`config.mk`:
```
export PLATFORM = sky130hd
export DESIGN_NAME = la_iopwrseq
export DESIGN_NICKNAME = d
export VERILOG_FILES = /design/src/rtl/la_iopwrseq_pkg.sv /design/src/rtl/la_iopwrseq_sync.sv /design/src/rtl/la_iopwrseq.sv
export SDC_FILE = /design/constraint.sdc
export NUM_CORES = 1
export LEC_CHECK = 0
export BUFFER_PORTS_ARGS = -buffer_cell sky130_fd_sc_hd__buf_2
export CORE_MARGIN = 1.5
export CORE_UTILIZATION = 50
export CTS_CLUSTER_DIAMETER = 40
export DETAILED_ROUTE_END_ITERATION = 16
export PLACE_DENSITY = 0.7
export SLEW_MARGIN = 20
export SYNTH_ARGS = -nofsm -noshare
export SYNTH_HDL_FRONTEND = slang
export SYNTH_HIERARCHICAL = 1
export SYNTH_SLANG_ARGS = --single-unit
```
`constraint.sdc`:
```
create_clock -name clk -period 4.15 [get_ports clk]
set_input_delay 0.415 -clock clk [delete_from_list [all_inputs] [get_ports clk]]
set_output_delay 0.415 -clock clk [all_outputs]
set_load 0.005 [all_outputs]
```
`src/rtl/la_iopwrseq_pkg.sv`:
```
// Shared types for the IO-ring power sequencer: state encodings and the
// pad-control vector driven in each state.
package la_iopwrseq_pkg;

  typedef enum logic [3:0] {
    ST_OFF      = 4'd0,
    ST_DEBOUNCE = 4'd1,
    ST_SETTLE   = 4'd2,
    ST_EN_H     = 4'd3,
    ST_EN_VDDIO = 4'd4,
    ST_READY    = 4'd5,
    ST_PD_HOLD  = 4'd6,
    ST_PD_VDDIO = 4'd7,
    ST_FAULT    = 4'd8
  } state_t;

  typedef struct packed {
    logic en_h;
    logic en_vddio;
    logic hold_n;
    logic ready;
  } pad_ctl_t;

  localparam pad_ctl_t CTL_SAFE  = 4'b0000;
  localparam pad_ctl_t CTL_H     = 4'b1000;
  localparam pad_ctl_t CTL_VDDIO = 4'b1100;
  localparam pad_ctl_t CTL_READY = 4'b1111;

  function automatic pad_ctl_t ctl_of(input state_t s);
    pad_ctl_t c;
    c = CTL_SAFE;
    case (s)
      ST_EN_H,     ST_PD_VDDIO: c = CTL_H;
      ST_EN_VDDIO, ST_PD_HOLD:  c = CTL_VDDIO;
      ST_READY:                 c = CTL_READY;
      default:                  c = CTL_SAFE;
    endcase
    return c;
  endfunction

endpackage

```
`src/rtl/la_iopwrseq_sync.sv`:
```
// Two-flop synchronizer for an asynchronous supply-good level.
module la_iopwrseq_sync (
  input  logic clk,
  input  logic reset,
  input  logic d,
  output logic q
);

  logic meta;

  always_ff @(posedge clk) begin
    if (reset) begin
      meta <= 1'b0;
      q    <= 1'b0;
    end else begin
      meta <= d;
      q    <= meta;
    end
  end

endmodule

```
`src/rtl/la_iopwrseq.sv`:
```
// IO-ring power-up/down sequencer. Define LA_IOPWRSEQ_STATUS_EN to add the
// sticky fault flag and saturating fault counter.
module la_iopwrseq
  import la_iopwrseq_pkg::*;
#(
  parameter int DEBOUNCE      = 4,
  parameter int SETTLE_CYCLES = 16,
  parameter int STEP_CYCLES   = 8,
  parameter int CW            = 8
) (
  input  logic       clk,
  input  logic       reset,
  input  logic       vddio_ok,
  input  logic       vdd_ok,
  input  logic       req_off,
`ifdef LA_IOPWRSEQ_STATUS_EN
  input  logic       fault_clr,
  output logic       fault_sticky,
  output logic [7:0] fault_cnt,
`endif
  output logic       io_enable_h,
  output logic       io_enable_vddio,
  output logic       io_hold_n,
  output logic       pwr_ready,
  output logic [3:0] state
);

  localparam logic [CW-1:0] LD_DB   = CW'(DEBOUNCE - 1);
  localparam logic [CW-1:0] LD_SET  = CW'(SETTLE_CYCLES - 1);
  localparam logic [CW-1:0] LD_STEP = CW'(STEP_CYCLES - 1);

  logic [1:0] ok_raw, ok_sync;
  logic       good;

  assign ok_raw = {vdd_ok, vddio_ok};

  for (genvar i = 0; i < 2; i++) begin : g_sync
    la_iopwrseq_sync u_sync (
      .clk  (clk),
      .reset(reset),
      .d    (ok_raw[i]),
      .q    (ok_sync[i])
    );
  end

  assign good = &ok_sync;

  state_t        cur, nxt;
  logic [CW-1:0] cnt, ld_val;
  logic          ld, expired;
  pad_ctl_t      ctl;

  assign expired = (cnt == '0);

  // Priority in every powered state: supply loss, then req_off, then expiry.
  always_comb begin
    nxt    = cur;
    ld     = 1'b0;
    ld_val = '0;
    case (cur)
      ST_OFF: begin
        if (good && !req_off) begin
          nxt = ST_DEBOUNCE; ld = 1'b1; ld_val = LD_DB;
        end
      end
      ST_DEBOUNCE: begin
        if (!good || req_off) begin
          nxt = ST_OFF; ld = 1'b1;
        end else if (expired) begin
          nxt = ST_SETTLE; ld = 1'b1; ld_val = LD_SET;
        end
      end
      ST_SETTLE: begin
        if (!good || req_off) begin
          nxt = ST_OFF; ld = 1'b1;
        end else if (expired) begin
          nxt = ST_EN_H; ld = 1'b1; ld_val = LD_STEP;
        end
      end
      ST_EN_H: begin
        if (!good) begin
          nxt = ST_FAULT; ld = 1'b1; ld_val = LD_SET;
        end else if (req_off) begin
          nxt = ST_PD_HOLD; ld = 1'b1; ld_val = LD_STEP;
        end else if (expired) begin
          nxt = ST_EN_VDDIO; ld = 1'b1; ld_val = LD_STEP;
        end
      end
      ST_EN_VDDIO: begin
        if (!good) begin
          nxt = ST_FAULT; ld = 1'b1; ld_val = LD_SET;
        end else if (req_off) begin
          nxt = ST_PD_HOLD; ld = 1'b1; ld_val = LD_STEP;
        end else if (expired) begin
          nxt = ST_READY; ld = 1'b1;
        end
      end
      ST_READY: begin
        if (!good) begin
          nxt = ST_FAULT; ld = 1'b1; ld_val = LD_SET;
        end else if (req_off) begin
          nxt = ST_PD_HOLD; ld = 1'b1; ld_val = LD_STEP;
        end
      end
      ST_PD_HOLD: begin
        if (!good) begin
          nxt = ST_FAULT; ld = 1'b1; ld_val = LD_SET;
        end else if (expired) begin
          nxt = ST_PD_VDDIO; ld = 1'b1; ld_val = LD_STEP;
        end
      end
      ST_PD_VDDIO: begin
        if (!good) begin
          nxt = ST_FAULT; ld = 1'b1; ld_val = LD_SET;
        end else if (expired) begin
          nxt = ST_OFF; ld = 1'b1;
        end
      end
      ST_FAULT: begin
        if (expired) begin
          nxt = ST_OFF; ld = 1'b1;
        end
      end
      default: begin
        nxt = ST_OFF; ld = 1'b1;
      end
    endcase
  end

  // Pad controls are registered off the next state so they change on the
  // same edge as the state they belong to.
  always_ff @(posedge clk) begin
    if (reset) begin
      cur <= ST_OFF;
      cnt <= '0;
      ctl <= CTL_SAFE;
    end else begin
      cur <= nxt;
      ctl <= ctl_of(nxt);
      if (ld)            cnt <= ld_val;
      else if (!expired) cnt <= cnt - 1'b1;
    end
  end

  assign io_enable_h     = ctl.en_h;
  assign io_enable_vddio = ctl.en_vddio;
  assign io_hold_n       = ctl.hold_n;
  assign pwr_ready       = ctl.ready;
  assign state           = cur;

`ifdef LA_IOPWRSEQ_STATUS_EN
  logic fault_entry;
  assign fault_entry = (nxt == ST_FAULT) && (cur != ST_FAULT);

  // A fault entry coincident with a clear restarts the count at one.
  always_ff @(posedge clk) begin
    if (reset) begin
      fault_sticky <= 1'b0;
      fault_cnt    <= '0;
    end else if (fault_entry) begin
      fault_sticky <= 1'b1;
      if (fault_clr)               fault_cnt <= 8'd1;
      else if (fault_cnt != 8'hff) fault_cnt <= fault_cnt + 8'd1;
    end else if (fault_clr) begin
      fault_sticky <= 1'b0;
      fault_cnt    <= '0;
    end
  end
`endif

endmodule
```
==> key figures <==
CTS
  • Reg clk slew, reported paths: around 0.12 ns
  • Clk sinks: 19
  • Root Buffer: clkbuf_4
  • Max clock buf depth: 2
  • Number of CTS-inserted buffers: 3
  • Hold bufs inserted after CTS: 0
  • Htree depth: 1
  • Skew-Pair Late Insertion Delay: ~0.3 ns
  • Post CTS Setup Buffer Count: 0
  • CTS tree: done
  • Post-cts sizing count: 0

Worst setup path
  • Worst Path Required: between 4 and 5 ns
  • Crit Path Max Fanout: 9
  • Critical path capture point type: flop
  • Worst r2r src: cnt[0]
  • WS Path Type: flop to flop
  • Critical R2R Capture: io_enable_vddio
  • Crit path arrival time: 2.49 ns
  • Reg2reg path depth: 7
  • FF-to-FF setup slack: 1.87 ns
  • Worst setup SP type: flop

Final layout
  • Antenna cells: 0
  • Final nets: roughly 160
  • Most common cell after layout, fill and taps aside: dfxtp_1
  • P&R area growth vs syn: 2.86%
  • Most frequent cells in the layout: 19 x dfxtp_1, 14 x nor2_1, 13 x nand2_1
  • Layout cells sized above 1: 19.6%

Synth
  • Syn avg cell area: 8.63 sq um
  • Async set-or-reset flop fraction in the synthesized netlist: 0%
  • Synth Flop Type: dfxtp_1
  • Post-Synthesis Cell Area: 1220 sq um
  • Register bit total from synthesis: 19
  • Number of distinct library cells after synthesis: 53
  • Number of enable flip-flop cells after synthesis: 0
  • Post-Syn Instances: 142
  • Sequential cell area fraction in the yosys report: 31.1%
  • Yosys warns: 6
  • Post-Synthesis Net Count: 148

Timing
  • Final setup fails: 0
  • Setup ws final: 1.87 ns
  • Fin crit share: 54.9%
  • Hold Fails Final Rpt: 0
  • Minimum clock period: 2.28 ns
  • Clock skew: 0.00459 ns
  • FMAX: between 400 and 500 MHz
  • Unrepaired setup endpoints after global routing: false
  • Pins Over Slew Limit: 0
  • Post-route setup TNS: 0 ns
  • Max_slew headroom: 52.1%
  • Worst-margin pin slew: 0.718 ns

Min path
  • Worst Hold End: g_sync[0].u_sync/meta
  • Worst hold path stage count: 2
  • Hold Startpoint: vddio_ok
  • Hold Path Class: input pin to flop

Global routing
  • Largest net degree at the start of global routing: 24
  • Initial antenna violation count: 0
  • Grt total ovfl: 0
  • Vias in the first global route: 979
  • GRT Util Overall: 22.7%
  • First-pass GRT wire length: 4640 microns

Floorplan
  • Starting Density: approximately 54%
  • Die area: 2760 sq um
  • Die W: approximately 52 microns
  • Core region area: between 2000 and 2500 sq um
  • FP Rows: 17
  • I/O pin count: 13
  • Die H: 52.5 microns

Detailed routing
  • Vias per cell: 6.03
  • DRT Pass-1 Iters: 4
  • 1st-iter DRT viols: 31
  • DRT Wirelength: between 2000 and 3000 microns
  • Final ANT Viol Nets: 0
  • # DRC: 0
  • Vias post-DR: 1061
  • Routed wire per std cell: 15.0 microns

Power and ir drop
  • Sequential fraction of design power: approximately 40%
  • Worst VDD drop: 0.441 mV
  • Gate power share: around 45%
  • Net Sw Frac: 41.3%
  • Leakage: ~0.00048 uW
  • Clock power share: roughly 16%
  • PD cells: between 400 and 500 nW/um^2
  • NetSw: 258 uW
  • Int Power: 367 uW

Placement
  • GP Congestion: 0.850
  • Placed wire-length estimate: 1860 microns
  • Place WS: ~1.9 ns
  • Buffers on Ports: 12

Status
  • Status: completed

Run
  • Max-Cap Viols: 0
-- kinds of logic after synthesis --
kind of cell,after synthesis,synth area share [%]
compound gates,40,26.5
xor+xnor,3,2.15
fa+ha+maj,1,1.02
buf+inv,16,8.99
flops,19,31.1
mux,1,0.817
simple gates,62,29.5
-- power groups by stage --
| stage | clock network, uW | registers (uW) | logic (uW) |
|---|---|---|---|
| floorplan | 0 | 243 | 248 |
| global placement | 0 | 250 | 266 |
| detailed placement | 0 | 252 | 277 |
| CTS | 98.0 | 248 | 279 |
| global route | 107 | 255 | 316 |
| finish | 97.2 | 249 | 278 |
-- Yosys cell counts (2+ instances only) --
| master | number | area share (%) |
|---|---|---|
| a21oi_1 | 7 | 2.9 |
| a31oi_1 | 6 | 3.1 |
| and2_1 | 2 | 1.0 |
| buf_2 | 2 | 0.82 |
| buf_6 | 5 | 4.6 |
| dfxtp_1 | 19 | 31 |
| inv_1 | 6 | 1.8 |
| nand2_1 | 13 | 4.0 |
| nand3b_1 | 3 | 1.8 |
| nor2_1 | 14 | 4.3 |
| nor2b_1 | 6 | 3.1 |
| nor3_1 | 5 | 2.0 |
| nor3b_1 | 2 | 1.2 |
| o2111ai_1 | 3 | 2.1 |
| o211ai_1 | 4 | 2.5 |
| o21ai_0 | 2 | 0.82 |
| o221ai_1 | 2 | 1.4 |
| o31ai_1 | 3 | 1.8 |
| or3_2 | 2 | 1.2 |
| xor2_1 | 3 | 2.1 |
-- how the worst max path moves through the flow --
stage / from / end / slack (ns) / cells after the start
3_3_place_gp: cnt[0] / io_enable_vddio / 2.07 / 7
3_5_place_dp: cnt[0] / io_enable_vddio / 1.91 / 7
5_1_grt: cnt[0] / cnt[1] / 1.66 / 7
2_1_floorplan: cnt[0] / io_enable_vddio / 2.24 / 8
6_report: cnt[0] / io_enable_vddio / 1.87 / 7
4_1_cts: cnt[0] / cnt[1] / 1.89 / 7
-- flip-flops by register name (all words and copies together) (netlist names) --
register,cells
io_enable_h,1
state,4
io_enable_vddio,1
g_sync.u_sync/meta,2
io_hold_n,1
cnt,8
g_sync.u_sync/q,2
-- per-layer routing --
layer  GRT usage [%]  part of all wire (%)  vias up
met4            10.7                  0.53        0
met3            4.57                   4.0        2
met5               0                     0        -
met1            31.3                    48      503
li1                -                     -      535
met2            33.5                    47       21
-- stage by stage --
step / hold WS, ns / instances / util, % / power (uW) / cell area (sq um)
after floorplan: 0.414 / 142 / - / 490 / 1220
after global placement: 0.425 / 172 / 54.7 / 516 / 1230
after detailed placement: 0.432 / 172 / 54.7 / 529 / 1230
after CTS: 0.312 / 176 / 55.9 / 625 / 1260
after global routing: 0.327 / 176 / 55.9 / 678 / 1260
final: 0.313 / 176 / 55.9 / 624 / 1260
-- critical path, cell delays in order (launching register included) --
cell and delay, ns:
dfxtp_1 0.36, inv_1 0.08, ha_1 0.23, nor4b_4 0.43, and2_1 0.43, a31oi_1 0.13, o211ai_1 0.32, o21ba_2 0.21
-- layout make-up --
| cell class | count | area, sq um |
|---|---|---|
| Clock buffer | 3 | 22.5 |
| Clock inverter | 1 | 5.00 |
| Fill cell | 226 | 995 |
| Inverter | 6 | 22.5 |
| Multi-Input combinational cell | 107 | 734 |
| Sequential cell | 19 | 380 |
| Tap cell | 28 | 35.0 |
| Timing Repair Buffer | 12 | 60.1 |
Note: power is estimated with default switching activity, not from simulation.
